===== src/rtl/round_robin_scheduler_if.sv =====
// Bus between the CPU core and the round-robin scheduler.
// The CPU side (master) reports retirement, I/O, termination and process
// creation; the scheduler side (slave) answers with PC reload requests.
interface round_robin_scheduler_if;

  logic        instr_valid;
  logic [31:0] cur_pc;
  logic        io_req;
  logic        proc_end;
  logic        proc_create;
  logic [3:0]  create_id;
  logic [31:0] create_pc;
  logic        load_pc;
  logic [31:0] next_pc;
  logic [3:0]  cur_proc;
  logic        busy;

  modport master (
    output instr_valid, cur_pc, io_req, proc_end,
    output proc_create, create_id, create_pc,
    input  load_pc, next_pc, cur_proc, busy
  );

  modport slave (
    input  instr_valid, cur_pc, io_req, proc_end,
    input  proc_create, create_id, create_pc,
    output load_pc, next_pc, cur_proc, busy
  );

endinterface


===== src/rtl/round_robin_scheduler.sv =====
// Round-robin time-slice scheduler for up to NPROC user processes.
// Slot 0 stands for the OS; user slots are 1..NPROC. A running process is
// preempted after QUANTUM retired instructions or when it terminates, its PC
// is parked in the process table, and the next active slot is resumed.
// Optional feature: define SCHED_IO_YIELD_EN to make IN/OUT (io_req) yield
// the CPU as well.
module round_robin_scheduler #(
  parameter int NPROC   = 10,
  parameter int QUANTUM = 8
) (
  input logic                    clock,
  input logic                    reset,
  round_robin_scheduler_if.slave bus
);

  localparam logic [3:0] NprocW   = 4'(NPROC);
  localparam logic [7:0] QuantumW = 8'(QUANTUM);

`ifdef SCHED_IO_YIELD_EN
  localparam bit IoYieldEn = 1'b1;
`else
  localparam bit IoYieldEn = 1'b0;
`endif

  typedef enum logic [1:0] {
    IDLE,
    RUN,
    SAVE,
    SELECT
  } StateT;

  StateT       r_state;
  StateT       w_stateNext;

  logic        r_active  [1:NPROC];
  logic [31:0] r_savedPc [1:NPROC];

  logic [3:0]  r_curProc;
  logic [3:0]  w_curProcNext;
  logic [31:0] r_nextPc;
  logic [31:0] w_nextPcNext;
  logic        r_loadPc;
  logic        w_loadPcNext;
  logic [7:0]  r_quantum;
  logic [7:0]  w_quantumNext;

  logic        w_found;
  logic [3:0]  w_winner;
  logic [3:0]  w_cand;
  logic [4:0]  w_sum;

  logic        w_expiry;
  logic        w_ioYield;
  logic        w_clearEn;
  logic        w_storeEn;
  logic        w_createOk;

  // Find the first active slot strictly after r_curProc, wrapping NPROC back
  // to 1. The scan runs from the farthest slot to the nearest so the nearest
  // hit overwrites the others; the current slot is the farthest (offset
  // NPROC) and so only wins when nothing else is active. In IDLE r_curProc
  // is always 0, so w_found then doubles as "some slot is active".
  always_comb begin
    w_found  = 1'b0;
    w_winner = 4'd0;
    w_sum    = 5'd0;
    w_cand   = 4'd0;
    for (int off = NPROC; off >= 1; off--) begin
      w_sum = {1'b0, r_curProc} + 5'(off);
      if (w_sum > {1'b0, NprocW}) begin
        w_sum = w_sum - {1'b0, NprocW};
      end
      w_cand = w_sum[3:0];
      if (r_active[w_cand]) begin
        w_found  = 1'b1;
        w_winner = w_cand;
      end
    end
  end

  // Decode the events of the running process. Termination beats expiry and
  // I/O yield, so a dying process never gets its PC stored. Creation is
  // refused for slot 0, out-of-range slots and the slot that is running.
  always_comb begin
    w_expiry   = (r_state == RUN) && bus.instr_valid &&
                 ((r_quantum + 8'd1) == QuantumW);
    w_ioYield  = IoYieldEn && (r_state == RUN) && bus.io_req;
    w_clearEn  = (r_state == RUN) && bus.proc_end;
    w_storeEn  = !w_clearEn && (w_expiry || w_ioYield);
    w_createOk = bus.proc_create && (bus.create_id != 4'd0) &&
                 (bus.create_id <= NprocW) &&
                 !((r_state == RUN) && (bus.create_id == r_curProc));
  end

  // Next-state and next-output logic. SAVE is a fixed one-cycle stop so the
  // table write of the switch edge has landed before SELECT looks at it.
  always_comb begin
    w_stateNext   = r_state;
    w_curProcNext = r_curProc;
    w_nextPcNext  = r_nextPc;
    w_loadPcNext  = 1'b0;
    w_quantumNext = r_quantum;
    unique case (r_state)
      IDLE: begin
        w_curProcNext = 4'd0;
        if (w_found) begin
          w_stateNext = SAVE;
        end
      end
      RUN: begin
        if (bus.instr_valid) begin
          w_quantumNext = w_expiry ? 8'd0 : (r_quantum + 8'd1);
        end
        if (w_clearEn || w_storeEn) begin
          w_stateNext = SAVE;
        end
      end
      SAVE: begin
        w_stateNext = SELECT;
      end
      SELECT: begin
        w_quantumNext = 8'd0;
        if (w_found) begin
          w_stateNext   = RUN;
          w_curProcNext = w_winner;
          w_nextPcNext  = r_savedPc[w_winner];
          w_loadPcNext  = 1'b1;
        end else begin
          w_stateNext   = IDLE;
          w_curProcNext = 4'd0;
        end
      end
      default: begin
        w_stateNext = IDLE;
      end
    endcase
  end

  // State and output registers; reset drops any switch in flight.
  always_ff @(posedge clock) begin
    if (reset) begin
      r_state   <= IDLE;
      r_curProc <= 4'd0;
      r_nextPc  <= 32'd0;
      r_loadPc  <= 1'b0;
      r_quantum <= 8'd0;
    end else begin
      r_state   <= w_stateNext;
      r_curProc <= w_curProcNext;
      r_nextPc  <= w_nextPcNext;
      r_loadPc  <= w_loadPcNext;
      r_quantum <= w_quantumNext;
    end
  end

  // Process table updates. Creation never targets the running slot while in
  // RUN, so it cannot collide with the clear/store of that slot.
  always_ff @(posedge clock) begin
    if (reset) begin
      r_active  <= '{default: 1'b0};
      r_savedPc <= '{default: 32'd0};
    end else begin
      if (w_clearEn) begin
        r_active[r_curProc] <= 1'b0;
      end
      if (w_storeEn) begin
        r_savedPc[r_curProc] <= bus.cur_pc;
      end
      if (w_createOk) begin
        r_active[bus.create_id]  <= 1'b1;
        r_savedPc[bus.create_id] <= bus.create_pc;
      end
    end
  end

  assign bus.load_pc  = r_loadPc;
  assign bus.next_pc  = r_nextPc;
  assign bus.cur_proc = r_curProc;
  assign bus.busy     = (r_state == SAVE) || (r_state == SELECT);

endmodule


===== src/flat_wrapper.sv =====
// flat-port wrapper written by rule: the top's interface ports become plain ports
module round_robin_scheduler_flat 
#(
  parameter int NPROC   = 10,
  parameter int QUANTUM = 8
)
  (clock, reset, bus_instr_valid, bus_cur_pc, bus_io_req, bus_proc_end, bus_proc_create, bus_create_id, bus_create_pc, bus_load_pc, bus_next_pc, bus_cur_proc, bus_busy);
  round_robin_scheduler_if bus_i ();
  input logic clock;
  input logic reset;
  input wire logic [$bits(bus_i.instr_valid)-1:0] bus_instr_valid;
  input wire logic [$bits(bus_i.cur_pc)-1:0] bus_cur_pc;
  input wire logic [$bits(bus_i.io_req)-1:0] bus_io_req;
  input wire logic [$bits(bus_i.proc_end)-1:0] bus_proc_end;
  input wire logic [$bits(bus_i.proc_create)-1:0] bus_proc_create;
  input wire logic [$bits(bus_i.create_id)-1:0] bus_create_id;
  input wire logic [$bits(bus_i.create_pc)-1:0] bus_create_pc;
  output wire logic [$bits(bus_i.load_pc)-1:0] bus_load_pc;
  output wire logic [$bits(bus_i.next_pc)-1:0] bus_next_pc;
  output wire logic [$bits(bus_i.cur_proc)-1:0] bus_cur_proc;
  output wire logic [$bits(bus_i.busy)-1:0] bus_busy;
  assign bus_i.instr_valid = bus_instr_valid;
  assign bus_i.cur_pc = bus_cur_pc;
  assign bus_i.io_req = bus_io_req;
  assign bus_i.proc_end = bus_proc_end;
  assign bus_i.proc_create = bus_proc_create;
  assign bus_i.create_id = bus_create_id;
  assign bus_i.create_pc = bus_create_pc;
  assign bus_load_pc = bus_i.load_pc;
  assign bus_next_pc = bus_i.next_pc;
  assign bus_cur_proc = bus_i.cur_proc;
  assign bus_busy = bus_i.busy;
  round_robin_scheduler #(.NPROC(NPROC), .QUANTUM(QUANTUM)) u_core (.clock(clock), .reset(reset), .bus(bus_i));
endmodule

===== config.mk =====
export PLATFORM = sky130hd
export DESIGN_NAME = round_robin_scheduler_flat
export DESIGN_NICKNAME = d
export VERILOG_FILES = /design/src/rtl/round_robin_scheduler_if.sv /design/src/rtl/round_robin_scheduler.sv /design/src/flat_wrapper.sv
export SDC_FILE = /design/constraint.sdc
export NUM_CORES = 1
export LEC_CHECK = 0
export CAP_MARGIN = 10
export CORE_ASPECT_RATIO = 1.1
export CORE_UTILIZATION = 40
export DETAILED_ROUTE_END_ITERATION = 12
export PLACE_DENSITY = 0.65
export SLEW_MARGIN = 20
export SYNTH_ARGS = -nofsm -noshare
export SYNTH_HDL_FRONTEND = slang
export SYNTH_SLANG_ARGS = --single-unit

===== constraint.sdc =====
create_clock -name clock -period 5 [get_ports clock]
set_input_delay 1 -clock clock [delete_from_list [all_inputs] [get_ports clock]]
set_output_delay 1 -clock clock [all_outputs]
set_load 0.05 [all_outputs]

Word-level counts from Yosys, hierarchy flattened
Index checks and enable logic that the tools add are counted.

cells by class
  reduce and logical (&&, ||, !) cells = 22
  mux-type cells = 89
  $lt $le $gt $ge = 26
  add/sub/neg operators = 21
  bitwise logic cells = 17
  equality and inequality tests = 8

operators with widths
  kind                 number
  $mux 320             3
  $bwmux 320           2
  $demux 32 s4         2
  $bmux 32 s4          1
  $mux 32              4
  $mux 4               21
  $ge 5x5->1 const B   13
  $not 4->5            13
  $gt 5x4->1 const B   10
  $bmux 1 s4           10
  $sub 4x4->4 const B  10
  $mux 1               34
  $mux 10              3
  $add 4x3->5 const B  4
  $mux 8               2
  $pmux 8 s2           1
  $add 4x4->5 const B  3
  $add 4x2->5 const B  2
  $and 10x10->10       1
  $logic_and 1x1->1    10
  $lt 5x1->1 const B   2
  $not 10->10          1
  $or 10x10->10        1
  $add 8x1->8 const B  1
  other kinds (20)     29

word-level totals
  register bits after elaboration = 377
  output and inout bits = 38
  bits of input ports = 74
  logic and storage cells = 208

Longest topological paths before layout
Gate-level depths: netlist (run 1).

  depth in word-level cells = 21
  depth in mapped cells = 23
  mapped depth without buffers = 16

Worst setup path after synthesis (run 1)
Ideal clock, no wire load.

  path type = reg-to-reg
  from = reg u_core.r_curProc[0], in the netlist u_core.bus.cur_proc[0]
  to = reg u_core.r_nextPc[31], in the netlist u_core.bus.next_pc[31]
  data required time = 4.884 ns
  arrival = 5.445 ns
  period minus slack after synthesis = 5.561 ns
  slack = -0.561 ns
  stages on the path, launching flop included = 24
  library setup time = 0.116 ns
  cell sequence = dfxtp_1 > buf_6 > buf_2 > inv_1 > ha_1 > buf_2 > inv_1 > clkbuf_1 > ha_1 > buf_2 > a21oi_1 > o21a_1 > a211oi_2 > mux2i_1 > o21ai_1 > o32a_1 > a2111oi_1 > o211ai_2 > nand2_1 > buf_4 > buf_6 > mux2i_1 > nand2_1 > a31o_1

between the ends
  longest elaborated chain between the ends = 21
  elaborated cells on any way between the ends = 105

RTL lines
  what                                              line                                                      text
  start: declaration                                round_robin_scheduler.sv:38                               logic [3:0] r_curProc;
  start signal: assignment                          round_robin_scheduler.sv:149                              r_curProc <= w_curProcNext;
  $add 4x4->5                                       round_robin_scheduler.sv:69                               w_sum = {1'b0, r_curProc} + 5'(off);
  $sub 4x4->4 / $gt 5x4->1 (equally long branches)  round_robin_scheduler.sv:71, round_robin_scheduler.sv:70
  $mux 4                                            round_robin_scheduler.sv:70                               if (w_sum > {1'b0, NprocW}) begin
  $not 4->5 (implied by the code)                   round_robin_scheduler.sv:74                               if (r_active[w_cand]) begin
  $bmux 1 s4                                        round_robin_scheduler.sv:74
  $mux 1 (implied by the code) (2 in series)        round_robin_scheduler.sv:74
  $mux 4 (10 in series)                             round_robin_scheduler.sv:74
  $not 4->5 (implied by the code)                   round_robin_scheduler.sv:126                              w_nextPcNext = r_savedPc[w_winner];
  $bmux 32 s4                                       round_robin_scheduler.sv:126
  $mux 32 (implied by the code) (2 in series)       round_robin_scheduler.sv:126
  end signal: assignment                            round_robin_scheduler.sv:150                              r_nextPc <= w_nextPcNext;
  end: declaration                                  round_robin_scheduler.sv:40                               logic [31:0] r_nextPc;

Several ways; a longest one is shown, not always the timed one. The select of a mux whose other input is x is not followed.
A chain may end at the register's enable or synchronous reset.

Worst setup path after layout (run 1)
  from = reg u_core.r_curProc[0], in the netlist u_core.bus.cur_proc[0]
  to = reg u_core.r_nextPc[24], in the netlist u_core.bus.next_pc[24]

Same word-level chain as after synthesis.

==> reports/qor.yml, run 1 <==
logic_synthesis:
  synthAdderAreaFrac_pct: 1.81
  syn-num-nets: 2993
  synth_edf_count: 0
  synth_seq_cells: 377
  synth_top_area_cell: "dfxtp_1"
  synth_cell_types: 96
  yosys_warnings: 0
  yosysTopAreaCellShare_pct: 33.4
  syn_avg_cell_area_um2: 7.83
  syn_area_um2: 22600
  synth_common_cells: "542 x nand2_1, 377 x dfxtp_1, 369 x nor2_1, 250 x mux2i_1, 224 x a311oi_1"
  synth_top_family_by_area: "compound AO/OA/AOI/OAI gates"
  synth_xor_area_share_pct: 0.864
  ys_seq_area_share_pct: 33.4
  synthMostInstantiatedCell: "nand2_1"
  synth_compound_area_share_pct: 25.7
  synth_flop_cell: "dfxtp_1"
  synthCells: 2887
  synthMuxAreaShare_pct: 12.0
  async_flop_share_pct: 0
  synth_simple_gate_area_share_pct: 20.3
  synthTopCellsByArea: "dfxtp_1 33%, mux2i_1 11%, nand2_1 9.0%"
power_and_ir_drop:
  p_leak_nw: 8.47
  power_density_nw_per_um2: 283
  seq_power_share_pct: 42.6
  p_comb_share_pct: 14.3
  power.switching_mw: 2.05
  internal_power_mw: 5.30
  sw_frac_of_total_pct: 27.9
  pwr-share-clk_pct: 43.1
  ir_drop_mv: 0.199
routing:
  drtIter0Drc: 2796
  drt_pass1_iterations: 6
  routed_via_density: 6.36
  wl_per_cell_um: 23.3
  drt_wl_total_mm: 83.5
  routed-via-count: 22843
  drc_errors: 0
  ant_nets: 0
placement:
  detailed_place_hpwl_mm: 50.3
  dp.cells: 3518
  portBuffers: 110
  gp_congestion: 0.965
  place_ws_ps: 188
timing:
  finalCriticalPeriod_ps: 4790
  layout_worst_path_cycle_share_pct: 95.7
  finalSetupViolCount: 0
  final-hold-violation-count: 0
  worst_slew_pin_slew_ps: 849
  clock_skew_ps: 32.5
  fin_ws_ps: 214
  fin_setup_tns_ps: 0
  slew_headroom_pct: 43.4
  final_max_slew_viol_count: 0
  clock.fmax_ghz: 0.209
  rsz0062_at_grt: "no"
setup_path:
  cp-end-kind: "flop"
  slowest_delay_ps: 440
  critPathBufInv: 4
  r2r_start: "u_core.bus.cur_proc[0]$_SDFFE_PP0P_"
  worstPathMaxFanout: 32
  crit_required_ps: 5460
  worstPathCellList: "inv_1 > ha_1 > xnor2_4 > inv_1 > ha_1 > xnor3_1 > nor4_1 > o32a_1 > a31oi_1 > buf_4 > and3_1 > o311ai_1 > and2_2 > nand2_4 > nand2_1 > buf_12 > o21ai_1 > a31o_1"
  cp-start-kind: "flop"
  crit_slowest_cell: "o311ai_1"
  arrival_ps: 5250
  startpoint: "u_core.bus.cur_proc[0]$_SDFFE_PP0P_"
  crit_type: "reg -> reg"
  crit_family: "compound AO/OA/AOI/OAI gates"
cells_and_area:
  nets: 2922
  area_growth_pct: 14.7
  layout-drive-gt1-share_pct: 8.44
  stdcell_count: 3589
  final_util_pct: 46.3
grt:
  grt_pass1_wl_mm: 127
  grt_max_degree: 90
  grt-ovfl-total: 0
  grt_pass1_vias: 21432
  antenna_found_initial: 2
  grt_usage_pct: 28.0
clock_network:
  cts_root_buf: "clkbuf_16"
  cts.sinks: 377
  ctsHoldBuffers: 0
  cts_resized: 0
  path_clk_slew_ps: 60
  h-tree-depth: 2
  cts_setup_buffers: 0
  cts_tree: "done"
  cts_buffer_depth: 3
  numCtsBuffers: 40
  clock_latency_ps: 570
floorplanning:
  die_area_um2: 57400
  die_h_um: 251
  rows: 91
  die_w_um: 229
  floorplan.initialDensity_pct: 40.4
  core-area_um2: 55900
  ios: 112
flow_run:
  maxCapViolCount: 0
min_path:
  min_path_type: "reg -> reg"
  min-delay-start: "u_core.r_savedPc[34]$_SDFF_PP0_"
status:
  status: "finished clean"
## cell type report
class | instances | area [µm²]
inverters | 17 | 63.8
clock inverters | 14 | 188
well taps | 744 | 931
diodes | 2 | 5.00
repair buffers | 199 | 2120
multi-input cells | 2181 | 13900
clock buffers | 55 | 1180
fillers | 5357 | 30000
flip-flops and latches | 377 | 7550
## flip-flops by register name, indices dropped and copies added (netlist names)
name	cells
u_core.r_active	10
u_core.bus.cur_proc	4
u_core.bus.load_pc	1
u_core.r_savedPc	320
u_core.r_quantum	8
u_core.bus.next_pc	32
u_core.r_state	2
## path summary, 6_finish.rpt
kind	endpoint	slack, ps	depth (start not counted)
hold reg to reg	u_core.r_savedPc[34]$_SDFF_PP0_	480	2
setup reg to reg	u_core.bus.next_pc[24]$_SDFFE_PP0P_	210	18
setup / recovery	u_core.bus.next_pc[24]$_SDFFE_PP0P_	210	18
hold / removal	u_core.r_savedPc[34]$_SDFF_PP0_	480	2
## cells in the final DEF (no fill, tap or decap), types with 15 or more instances in the layout
cell type	Yosys	routed
nor3_1	19	15
buf_4	10	61
ha_1	31	29
o211ai_1	15	15
a211oi_1	113	112
a31o_1	24	24
buf_12	0	28
nand3_1	28	26
or2_0	17	17
a311oi_1	224	224
nand2_1	542	533
a21oi_1	106	105
o21ai_1	30	30
nor2b_1	21	21
o21bai_1	34	34
o22ai_1	28	28
a31oi_1	40	40
clkdlybuf4s50_1	0	109
clkbuf_16	0	42
nor2_1	369	369
dfxtp_1	377	375
mux2i_1	250	249
o21ai_0	31	31
inv_1	16	16
## power groups by stage
stage          logic [mW]  clock network, mW  registers [mW]
4_1_cts              1.03               3.19            3.13
5_1_grt              1.10               3.30            3.13
6_report             1.05               3.16            3.13
2_1_floorplan       0.606                  0            3.23
3_5_place_dp         1.03                  0            3.19
3_3_place_gp         1.01                  0            3.19
## worst min-delay path, stage by stage, from the launching register on
cell	delay, ps
dfxtp_1	310
nand2_1	50
a311oi_1	70
## kinds of logic (layout without fill, tap and decap cells)
kind of cell | count (synthesis) | count (layout)
adders and majority gates | 32 | 32
muxes | 264 | 264
and+or+nand+nor | 1097 | 1097
DFF | 377 | 377
buffers and inverters | 329 | 285
AOI/OAI and AO/OA | 769 | 769
xor gates and xnor gates | 19 | 19
other | 0 | 2
## through the flow
stage	power, mW	hold WS, ps	cell area [µm²]
global route	7.54	494	25900
global placement	4.20	464	24500
floorplan	3.84	455	22600
detailed placement	4.22	469	24500
CTS	7.35	479	25900
finish	7.34	478	25900
## routing by layer
metal / vias to the layer above / routed length, µm / GRT usage [%]
met1: 11058 / 34500 / 37.4
met2: 1253 / 37700 / 44.4
li1: 10309 / - / -
met5: - / 0 / 0
met4: 0 / 3200 / 11.4
met3: 223 / 8140 / 4.80
No activity file was read; power rests on OpenSTA's default activity.
==> run 2: changes to the inputs <==
- CORE_UTILIZATION: 40 -> 50
- PLACE_DENSITY: 0.65 -> 0.77
==> run 2 against run 1 <==
Maximum frequency is 1.7% lower. Critical path type unchanged. Critical endpoint is now u_core.bus.next_pc[28]$_SDFFE_PP0P_. Clock power is 1% lower. Wire length is 2.1% lower. Hold slack better by 1.4 ps. Flip-flop and latch count stayed put.
==> reports/qor.yml, run 2 (same netlist as run 1, synthesis figures left out) <==
status:
  status: "finished clean"
clock_network:
  path_clk_slew_ps: 60  # about the same
  cts_buffer_depth: 3  # unchanged
  cts.sinks: 377  # unchanged
  cts_tree: "done"
  h-tree-depth: 2  # unchanged
  numCtsBuffers: 41  # +2.5%
  cts_root_buf: "clkbuf_16"
  clock_latency_ps: 560  # about the same
cells_and_area:
  final_cell_mix: "533 x nand2_1, 375 x dfxtp_1, 369 x nor2_1"
  multi_input_area_um2: 13800  # -0.16%
  regArea_um2: 7550  # unchanged
  regMostFlops: "u_core.r_savedPc"
  fill_cells: 3865  # -28%
  layout-drive-gt1-share_pct: 8.10  # -0.34 points
  largest_reg_flops: 320  # unchanged
  area_growth_pct: 13.5
  final_common_cell: "nand2_1"
  nets: 2928  # +0.21%
  stdcell_count: 3435  # -4.3%
grt:
  antenna_found_initial: 3  # +1
  grt-ovfl-total: 0  # unchanged
  grt_usage_pct: 34.0  # +6.1 points
  grt_max_degree: 103  # +14%
  grt_pass1_wl_mm: 124  # -2.1%
  grt_pass1_vias: 22670  # +5.8%
floorplanning:
  die_w_um: 205  # -10%
  floorplan.initialDensity_pct: 50.8  # +10 points
  core-area_um2: 44500  # -20%
  ios: 112  # unchanged
  die_h_um: 225  # -10%
  die_area_um2: 46000  # -20%
  rows: 81  # -11%
placement:
  gp_congestion: 0.970  # +0.50%
  detailed_place_hpwl_mm: 47.8  # -5.0%
  dp.cells: 3356  # -4.6%
  portBuffers: 110  # unchanged
setup_path:
  cp-start-kind: "flop"
  arrival_ps: 5370  # +120 ps
  worstPathMaxFanout: 16  # -50%
  crit_type: "reg -> reg"
  cp-end-kind: "flop"
  crit_required_ps: 5500  # +40 ps
power_and_ir_drop:
  power_density_nw_per_um2: 285  # +0.60%
  ir_drop_mv: 0.210  # +5.8%
  p_leak_nw: 8.46  # -0.20%
timing:
  fin_setup_tns_ps: 0  # unchanged
  clock_skew_ps: 14.5  # -18.0 ps
  clock.fmax_ghz: 0.205  # -1.7%
  layout_worst_path_cycle_share_pct: 97.4  # +1.7 points
  final-hold-violation-count: 0  # unchanged
  finalSetupViolCount: 0  # unchanged
  final_max_slew_viol_count: 0  # unchanged
  finalCriticalPeriod_ps: 4870  # +84.3 ps
  slew_headroom_pct: 41.6  # -1.8 points
  worst_slew_pin_slew_ps: 876  # +26.6 ps
  rsz0062_at_grt: "no"
routing:
  drtIter0Drc: 3499  # +25%
  routed-via-count: 23352  # +2.2%
  wl_per_cell_um: 23.8  # +2.3%
  routed_via_density: 6.80  # +6.8%
  drc_errors: 0  # unchanged
  drt_pass1_iterations: 8  # +2
  ant_nets: 0  # unchanged
  drt_wl_total_mm: 81.8  # -2.1%
flow_run:
  maxCapViolCount: 0  # unchanged
min_path:
  min_path_type: "reg -> reg"
-- run 2: repair_timing --
action	4_1_cts	5_1_grt
endpoints found under the hold margin	0	0
endpoints found under the setup margin	0	30
gates resized for setup	0	6
hold buffers	0	0
buffers inserted	0	2
-- run 2: final timing paths --
kind / start / endpoint / slack (ps) / cells past startpoint
worst max-delay path: u_core.bus.cur_proc[0]$_SDFFE_PP0P_ / u_core.bus.next_pc[28]$_SDFFE_PP0P_ / 130 / 17
worst min-delay path: u_core.r_savedPc[179]$_SDFF_PP0_ / u_core.r_savedPc[179]$_SDFF_PP0_ / 480 / 2
worst max register to register: u_core.bus.cur_proc[0]$_SDFFE_PP0P_ / u_core.bus.next_pc[28]$_SDFFE_PP0P_ / 130 / 17
worst min register to register: u_core.r_savedPc[179]$_SDFF_PP0_ / u_core.r_savedPc[179]$_SDFF_PP0_ / 480 / 2
-- run 2: worst max-delay path, stage by stage, from the launching register on --
cell	delay, ps
dfxtp_4	360
inv_1	160
ha_4	440
inv_1	100
ha_1	270
buf_4	200
nor4bb_1	360
a211oi_1	80
o21ai_0	280
nand3_1	200
a2111o_1	380
and2_1	250
and3_1	260
o211ai_2	220
or3b_4	620
or2_1	310
o22ai_1	180
a31o_1	130
-- run 2: cell type report --
| type | count | share of cell area, % |
|---|---|---|
| clock buffer | 62 | 4.87 |
| clock inverter | 10 | 0.429 |
| antenna | 3 | 0.0293 |
| timing repair buffer | 203 | 8.16 |
| tap | 581 | 2.84 |
| sequential | 377 | 29.5 |
| multi-input combinational | 2182 | 54.0 |
| inverter | 17 | 0.249 |
-- run 2: metrics by stage --
stage	setup WS, ps	utilization, %	power [mW]	area (µm²)	hold WS (ps)
after detailed placement	81.6	54.4	4.20	24200	469
after CTS	29.2	57.4	7.26	25500	480
after global routing	6.93	57.6	7.49	25600	493
after floorplan	28.0	-	3.84	22600	455
final	130	57.6	7.31	25600	479
after global placement	305	54.4	4.18	24200	463
-- run 2: report_power, final --
| part | leakage, nW | switching [mW] | total [mW] | internal (mW) |
|---|---|---|---|---|
| combinational | 4.74 | 0.694 | 1.06 | 0.368 |
| sequential | 3.05 | 0.0564 | 3.13 | 3.08 |
| clock | 0.669 | 1.29 | 3.12 | 1.83 |
| total | 8.46 | 2.04 | 7.31 | 5.27 |
-- run 2: per-layer routing --
metal | global-route usage [%] | share of wire, % | vias up | wire, µm
li1 | - | - | 10306 | -
met1 | 43.4 | 38 | 11057 | 31100
met2 | 53.7 | 45 | 1624 | 36600
met3 | 6.22 | 12 | 365 | 9580
met4 | 19.5 | 5.4 | 0 | 4440
met5 | 0 | 0 | - | 0
